### config.mk
export PLATFORM = sky130hd
export DESIGN_NAME = pp_accumulator
export DESIGN_NICKNAME = d
export VERILOG_FILES = /design/src/rtl/mac_pkg.sv /design/src/rtl/ADD.sv /design/src/rtl/pp_acc_ctrl.sv /design/src/rtl/pp_accumulator.sv
export SDC_FILE = /design/constraint.sdc
export NUM_CORES = 1
export LEC_CHECK = 0
export CAP_MARGIN = 15
export CORE_MARGIN = 3
export CORE_UTILIZATION = 25
export DETAILED_ROUTE_END_ITERATION = 10
export PLACE_DENSITY = 0.53
export SLEW_MARGIN = 15
export SYNTH_ARGS = -nofsm -noshare
export SYNTH_HDL_FRONTEND = slang
export SYNTH_SLANG_ARGS = --single-unit
### constraint.sdc
create_clock -name i_clk -period 6.7 [get_ports i_clk]
set_clock_uncertainty 0.15 [all_clocks]
set_input_delay 1.34 -clock i_clk [delete_from_list [all_inputs] [get_ports i_clk]]
set_output_delay 1.34 -clock i_clk [all_outputs]
set_load 0.005 [all_outputs]
### src/rtl/mac_pkg.sv
// Shared constants and FSM encoding for the MAC subsystem.
package mac_pkg;

    localparam int unsigned PP_W   = 15;
    localparam int unsigned EXP_W  = 6;
    localparam int unsigned NUM_PP = 4;
    localparam int unsigned CNT_W  = 3;
    localparam int unsigned ACC_W  = PP_W + $clog2(NUM_PP);

    typedef enum logic [1:0] {
        StIdle = 2'd0,
        StAcc  = 2'd1,
        StOut  = 2'd2
    } acc_state_e;

endpackage

### src/rtl/ADD.sv
// Ripple adder primitive; wraps modulo 2^W and reports its own gate count.
module ADD #(
    parameter int unsigned W = 8
) (
    input  logic [W-1:0] a,
    input  logic [W-1:0] b,
    output logic [W-1:0] sum,
    output logic [50:0]  number
);

    assign sum = a + b;

    // Five gates per full-adder bit.
    assign number = 51'(5 * W);

endmodule

### src/rtl/pp_acc_ctrl.sv
// Group-accumulation FSM and beat counter; issues load/accumulate enables and the
// forced-close flag.
module pp_acc_ctrl
    import mac_pkg::*;
(
    input  logic             i_clk,
    input  logic             i_rst_n,
    input  logic             i_valid,
    input  logic             i_last,
    input  logic             i_ready,
    output logic             o_ready,
    output logic             o_valid,
    output logic             load,
    output logic             accum,
    output logic [CNT_W-1:0] cnt,
    output logic             err_force,
    output logic [50:0]      number
);

    acc_state_e       state_q, state_d;
    logic [CNT_W-1:0] cnt_q, cnt_d, cnt_inc;
    logic             force_q, force_d;

    assign cnt_inc = cnt_q + 1'b1;

    always_comb begin
        state_d = state_q;
        cnt_d   = cnt_q;
        force_d = force_q;
        load    = 1'b0;
        accum   = 1'b0;
        unique case (state_q)
            StIdle: begin
                if (i_valid) begin
                    load    = 1'b1;
                    cnt_d   = CNT_W'(1);
                    force_d = 1'b0;
                    state_d = i_last ? StOut : StAcc;
                end
            end
            StAcc: begin
                if (i_valid) begin
                    accum = 1'b1;
                    cnt_d = cnt_inc;
                    if (i_last) begin
                        state_d = StOut;
                    end else if (cnt_inc == CNT_W'(NUM_PP)) begin
                        state_d = StOut;
                        force_d = 1'b1;
                    end
                end
            end
            StOut: begin
                // No same-cycle acceptance of a new group: one bubble cycle.
                if (i_ready) begin
                    state_d = StIdle;
                end
            end
            default: state_d = StIdle;
        endcase
    end

    always_ff @(posedge i_clk or negedge i_rst_n) begin
        if (!i_rst_n) begin
            state_q <= StIdle;
            cnt_q   <= '0;
            force_q <= 1'b0;
        end else begin
            state_q <= state_d;
            cnt_q   <= cnt_d;
            force_q <= force_d;
        end
    end

    assign o_ready   = (state_q != StOut);
    assign o_valid   = (state_q == StOut);
    assign cnt       = cnt_q;
    assign err_force = force_q;

    // State flops plus next-state decode, and a counter with incrementer/compare.
    assign number = 51'(12 + 6 * CNT_W);

endmodule

### src/rtl/pp_accumulator.sv
// Sums a group of aligned partial products sharing one exponent and presents
// {sum, exp, count, error flags} to the normalizer.
module pp_accumulator
    import mac_pkg::*;
(
    input  logic             i_clk,
    input  logic             i_rst_n,
    input  logic             i_valid,
    output logic             o_ready,
    input  logic [PP_W-1:0]  i_pp,
    input  logic [EXP_W-1:0] i_max_exp,
    input  logic             i_last,
    output logic             o_valid,
    input  logic             i_ready,
    output logic [ACC_W-1:0] o_sum,
    output logic [EXP_W-1:0] o_exp,
    output logic [CNT_W-1:0] o_cnt,
    output logic [1:0]       o_err,
    output logic [50:0]      number
);

    logic             load, accum, err_force;
    logic [50:0]      ctrl_number, add_number;
    logic [ACC_W-1:0] pp_ext, add_sum;
    logic [ACC_W-1:0] acc_q, acc_d;
    logic [EXP_W-1:0] exp_q, exp_d;
    logic             err_exp_q, err_exp_d;

    pp_acc_ctrl u_ctrl (
        .i_clk     (i_clk),
        .i_rst_n   (i_rst_n),
        .i_valid   (i_valid),
        .i_last    (i_last),
        .i_ready   (i_ready),
        .o_ready   (o_ready),
        .o_valid   (o_valid),
        .load      (load),
        .accum     (accum),
        .cnt       (o_cnt),
        .err_force (err_force),
        .number    (ctrl_number)
    );

    assign pp_ext = {{(ACC_W - PP_W){i_pp[PP_W-1]}}, i_pp};

    ADD #(
        .W (ACC_W)
    ) u_add (
        .a      (acc_q),
        .b      (pp_ext),
        .sum    (add_sum),
        .number (add_number)
    );

    always_comb begin
        acc_d     = acc_q;
        exp_d     = exp_q;
        err_exp_d = err_exp_q;
        if (load) begin
            acc_d     = pp_ext;
            exp_d     = i_max_exp;
            err_exp_d = 1'b0;
        end else if (accum) begin
            // A mismatched beat is still summed as given; only the flag records it.
            acc_d = add_sum;
            if (i_max_exp != exp_q) begin
                err_exp_d = 1'b1;
            end
        end
    end

    always_ff @(posedge i_clk or negedge i_rst_n) begin
        if (!i_rst_n) begin
            acc_q     <= '0;
            exp_q     <= '0;
            err_exp_q <= 1'b0;
        end else begin
            acc_q     <= acc_d;
            exp_q     <= exp_d;
            err_exp_q <= err_exp_d;
        end
    end

    assign o_sum  = acc_q;
    assign o_exp  = exp_q;
    assign o_err  = {err_force, err_exp_q};
    assign number = ctrl_number + add_number;

endmodule

==> run metrics, run 1 <==
via count 2071; Core Rows 36; routability cong. 0.797; first-pass GRT wire length 10.4 mm; Congestion Overflow GR 0; final net count 394; vias in the first global route 2088; Worst setup SP type primary input; final worst slack 3070 ps; fraction of registers with async set/reset 1.00; Worst Setup End Kind flop; largest cells by area after synthesis dfrtp_1 29%, buf_4 15%, ha_1 8.7%; post-route ant nets 0; Area growth syn-to-layout 22.6%; Ports 107; Hold/Removal Path Class flop to flop; Final setup viols 0; Resized Gates After CTS 0; total of max-cap violations 0; endpoints failing hold 0; WL/cell 12.7 µm; Top FF cell, synth dfrtp_1; worst setup path class primary input to flop; Sequential Area 751 µm²; timing-limited maximum frequency 275 MHz; antenna cells 0; pre-CTS WS 2700 ps; post-synth cell types 46; CP Data Arrival Time 3680 ps; clk buf depth 2; RSZ-0062 raised after global routing false; Detailed Routing Iterations Pass 1 4; Seq/Total Area, Yosys 0.290; worst vdd ir 0.117 mV; core box area 0.00991 mm²; initial antenna violation count 0; worst path buffer plus inverter count 1; H-tree lvl count 2; die footprint 0.0116 mm²; Final Slew Violations 0; setup repair bufs after CTS 0; Via-to-Cell Ratio 4.29; Critical-path top delay cell clkdlybuf4s50_1; top cell type's share of synthesized area 0.290; largest area contributor in the netlist dfrtp_1; layout cells sized above 1 0.0629; Pwr Density 341 mW/mm²; Initial Utilization 0.261; cell chain of the critical path clkdlybuf4s50_1 > ha_1 > fa_1 > a211oi_2 > o211ai_2 > nand2_2 > o311ai_4 > mux2_2 > a32oi_1; #FFs+latches synth 30; EDFF count, synth 0; Worst Path Required 6740 ps; Post-DP HPWL 4.72 mm; IO buf count 55; drt total wl 6.14 mm; final period utilization 0.542; CP delay by family, top compound AO/OA/AOI/OAI gates; crit path time final 3630 ps; cell count after synthesis 296; Worst Path Max Fanout 4; Root Driver clkbuf_8; most common cell in the synthesized netlist buf_4; largest net degree at the start of global routing 33; Die X 108 µm; clock sink total 30; Fill cells 1059; Crit path largest cell delay 480 ps; CTS tree built; Least-Margin Pin Slew 988 ps; Die Span Y 108 µm; Slew headroom 0.340; Leak 0.00141 µW; status complete, no violations; area occupied by multi-input gates 0.00158 mm²; DRC Markers 0; cts hold-fix bufs 0; Worst-Skew Late Latency 280 ps; Synthesis Warnings 0; 1st-iter DRT viols 113; number of CTS-inserted buffers 5; TNS Setup 0 ps; commonest cells in the netlist 53 x buf_4, 30 x dfrtp_1, 25 x nand2_1; synthesized cell area 0.00258 mm²; gr usage total 0.110; CTS clock-pin slew for the worst setup and hold paths 70 ps; Syn Area/Cell 8.73 µm²
kinds of logic after synthesis:
kind of cell | count (synthesis) | share of synthesized area
buffers and inverters | 64 | 0.170
XOR/XNOR | 16 | 0.0542
adder cells (fa/ha/maj) | 19 | 0.0949
AO/OA/AOI/OAI | 72 | 0.180
multiplexers | 16 | 0.0653
other | 2 | 0.00291
AND/OR/NAND/NOR | 77 | 0.143
flip-flops | 30 | 0.290
worst paths after layout:
check                      depth (start not counted)              start        end  slack, ps
setup / recovery                                   9            i_pp[0]  o_sum[16]       3070
hold / removal                                     2           o_sum[3]   o_sum[3]        370
setup reg to reg                                   4  u_ctrl.state_q[1]   o_exp[1]       4180
hold reg to reg                                    2           o_sum[3]   o_sum[3]        370
max in group asynchronous                          2            i_rst_n   o_exp[2]       4780
min in group asynchronous                          2            i_rst_n   o_sum[9]       1320
cell type report:
| cell class | instances | area share |
|---|---|---|
| timing repair buffer | 57 | 0.179 |
| sequential | 30 | 0.237 |
| inverter | 4 | 0.00474 |
| clock inverter | 1 | 0.00158 |
| tap | 133 | 0.0525 |
| multi-input combinational | 251 | 0.498 |
| clock buffer | 7 | 0.0273 |
power by group:
group          internal (µW)  switching, µW  total [µW]
sequential               244           61.5         305
combinational            324            295         620
clock                   82.9           71.8         155
sequential cells by signal, indices dropped and copies added (netlist names):
signal,count
u_ctrl.cnt,3
o_exp,6
err_exp_q,1
u_ctrl.err_force,1
u_ctrl.state_q,2
o_sum,17
metal layers:
metal	vias to the layer above	part of all wire	GRT usage
li1	1042	-	-
met1	945	0.48	0.153
met2	82	0.45	0.173
met3	2	0.071	0.0318
met4	0	0.0013	0.0144
met5	-	0	0
worst min-delay path: stages, from the launching register on:
cell	delay, ps
dfrtp_1	370
nand2_1	50
o21ai_0	60
placed cells by master, fill, tap and decap left out, types with 7 or more instances in the layout:
cell type / synthesis / routed
a21oi_1: 19 / 19
nor2_1: 21 / 21
o21ai_0: 23 / 23
mux2i_1: 9 / 9
dfrtp_1: 30 / 30
mux2_2: 7 / 7
nand2_1: 25 / 25
clkdlybuf4s50_1: 0 / 55
xnor2_1: 11 / 11
conb_1: 2 / 51
ha_1: 18 / 18
metrics by stage:
stage | cells | util | hold WS [ps] | instance area [µm²] | total power [µW]
after CTS | 483 | 0.320 | 374 | 3170 | 1100
after global placement | 475 | 0.310 | 338 | 3080 | 924
after detailed placement | 475 | 0.310 | 358 | 3080 | 932
after global routing | 483 | 0.320 | 392 | 3170 | 1190
after floorplan | 345 | - | 314 | 2770 | 718
final | 483 | 0.320 | 371 | 3170 | 1080
Note: power is estimated with default switching activity, not from simulation.
==> run 2: changes to the inputs <==
Clock period 6.7 ns to 3.5 ns, I/O delays scaled along.
==> run 2 against run 1 <==
Against the previous run:
- hold slack worse by 18 ps
- sequential power is 89% higher
- power is 98% higher
- clock power is 130% higher
- count of clock-buffer cells in the layout is 2 lower
- critical path type unchanged
==> run metrics, run 2 (synthesis results as in run 1) <==
status complete, no violations (unchanged); vias in the first global route 2052 (was 2088); post-route ant nets 0 (unchanged); FF-to-FF End o_sum[16] (was o_exp[1]); crit path time final 2980 ps; cell chain of the critical path clkdlybuf4s50_1 > ha_1 > fa_1 > a211oi_2 > o211ai_2 > nand2_2 > o311ai_4 > mux2_2 > a32oi_1 (unchanged); Largest register FFs 17 (unchanged); endpoints failing hold 0 (unchanged); final period utilization 0.852; CTS clock-pin slew for the worst setup and hold paths 80 ps (was 70 ps); Worst Hold Path Cells 2 (unchanged); clk buf depth 2 (unchanged); WL/cell 12.7 µm (about the same); RSZ-0062 raised after global routing false (unchanged); 1st-iter DRT viols 60 (was 113); Die X 108 µm (unchanged); initial antenna violation count 0 (unchanged); most frequent cells in the layout 55 x clkdlybuf4s50_1, 51 x conb_1, 30 x dfrtp_1 (unchanged); Post-DP HPWL 4.66 mm (was 4.72 mm); largest net degree at the start of global routing 32 (was 33); Core Rows 36 (unchanged); Worst Path Max Fanout 4 (unchanged); TNS Setup 0 ps (unchanged); Final setup viols 0 (unchanged); CP Data Arrival Time 3040 ps (was 3680 ps); IO buf count 55 (unchanged); CTS tree built (unchanged); Hold WS 353 ps (was 371 ps); via count 2127 (was 2071); clock sink total 30 (unchanged); Worst-Skew Late Latency 290 ps (was 280 ps); setup repair bufs after CTS 0 (unchanged); cts hold-fix bufs 0 (unchanged); layout cells sized above 1 0.0737 (was 0.0629); Resized Gates After CTS 0 (unchanged); Pwr Density 666 mW/mm² (was 341 mW/mm²); Via-to-Cell Ratio 4.38 (was 4.29); worst setup path class primary input to flop (unchanged); die footprint 0.0116 mm² (unchanged); r2r setup slk 1000 ps (was 4180 ps); Detailed Routing Iterations Pass 1 4 (unchanged); worst vdd ir 0.265 mV (was 0.117 mV); timing-limited maximum frequency 335 MHz; DRC Markers 0 (unchanged); H-tree lvl count 2 (unchanged); Die Span Y 108 µm (unchanged); Leak 0.00143 µW (was 0.00141 µW); worst reg2reg startpoint o_sum[0] (was u_ctrl.state_q[1]); Critical-path top delay cell clkdlybuf4s50_1 (unchanged); final net count 397 (was 394); first-pass GRT wire length 10.1 mm (was 10.4 mm); core box area 0.00991 mm² (unchanged); Final Slew Violations 0 (unchanged); total of max-cap violations 0 (unchanged); worst path buffer plus inverter count 1 (unchanged); Placed Area 0.00310 mm² (was 0.00308 mm²); antenna cells 0 (unchanged); FF-to-FF path depth 8 (was 4); number of CTS-inserted buffers 5 (unchanged); commonest non-fill, non-tap cell in the layout clkdlybuf4s50_1 (unchanged); Root Driver clkbuf_8 (unchanged); post-route cell area 0.00321 mm² (was 0.00317 mm²); Initial Utilization 0.261 (unchanged); hold_sp u_ctrl.err_force (was o_sum[3]); Worst Path Required 3560 ps (was 6740 ps); drt total wl 6.18 mm (was 6.14 mm); Congestion Overflow GR 0 (unchanged); Ports 107 (unchanged); CP delay by family, top compound AO/OA/AOI/OAI gates (unchanged); routability cong. 0.802 (was 0.797); Crit path largest cell delay 480 ps (about the same); gr usage total 0.107 (was 0.110); Hold/Removal Path Class flop to flop (unchanged); Area growth syn-to-layout 24.1% (was 22.6%); Worst Hold Path EP u_ctrl.err_force (was o_sum[3]); Worst setup SP type primary input (unchanged); Worst Setup End Kind flop (unchanged)
==> run 2: cell count changes in the layout (fill, tap and decap cells not counted), sizes merged <==
cell    delta
clkinv     +1
buf        +3
clkbuf     -2
bufinv     +1
==> run 2: metrics by stage <==
step | util | worst slack, ps | total power [µW] | std cells
global placement | 0.313 | 254 | 1770 | 478
floorplan | - | 841 | 1370 | 345
finish | 0.324 | 519 | 2140 | 486
global route | 0.324 | 364 | 2340 | 486
detailed placement | 0.313 | 240 | 1790 | 478
CTS | 0.324 | 527 | 2170 | 486
==> run 2: worst reg2reg max path, cell delays in order (launching register included) <==
cell and delay, ps:
dfrtp_1 400, ha_1 240, fa_1 450, a211oi_2 300, o211ai_2 170, nand2_2 130
o311ai_4 110, mux2_2 300, a32oi_1 170
==> run 2: area by class of cell <==
cell class,instances,area (µm²)
Sequential cell,30,751
Inverter,4,15.0
Clock buffer,5,68.8
Fill cell,1081,6700
Tap cell,133,166
Clock inverter,3,40.0
Timing Repair Buffer,60,588
Multi-Input combinational cell,251,1580
==> run 2: power breakdown <==
group | internal (µW) | total [µW] | leakage [µW] | switching [µW]
logic | 626 | 1200 | 0.00101 | 572
registers | 467 | 577 | 0.000363 | 111
clock network | 210 | 364 | 0.0000579 | 154
total | 1300 | 2140 | 0.00143 | 836
==> run 2: worst max-delay path by stage <==
stage,startpoint,to,cells past startpoint
finish,i_pp[0],o_sum[16],9
global route,i_pp[0],o_sum[16],9
CTS,i_pp[0],o_sum[16],9
detailed placement,i_pp[0],o_sum[16],9
global placement,i_pp[0],o_sum[10],9
floorplan,i_pp[0],o_sum[10],8
==> run 2: routing by layer <==
layer  routed length [µm]  part of all wire  track usage
met3                  543             0.088       0.0378
met2                 2720              0.44        0.170
met5                    0                 0            0
met4                   23            0.0037       0.0189
met1                 2890              0.47        0.143
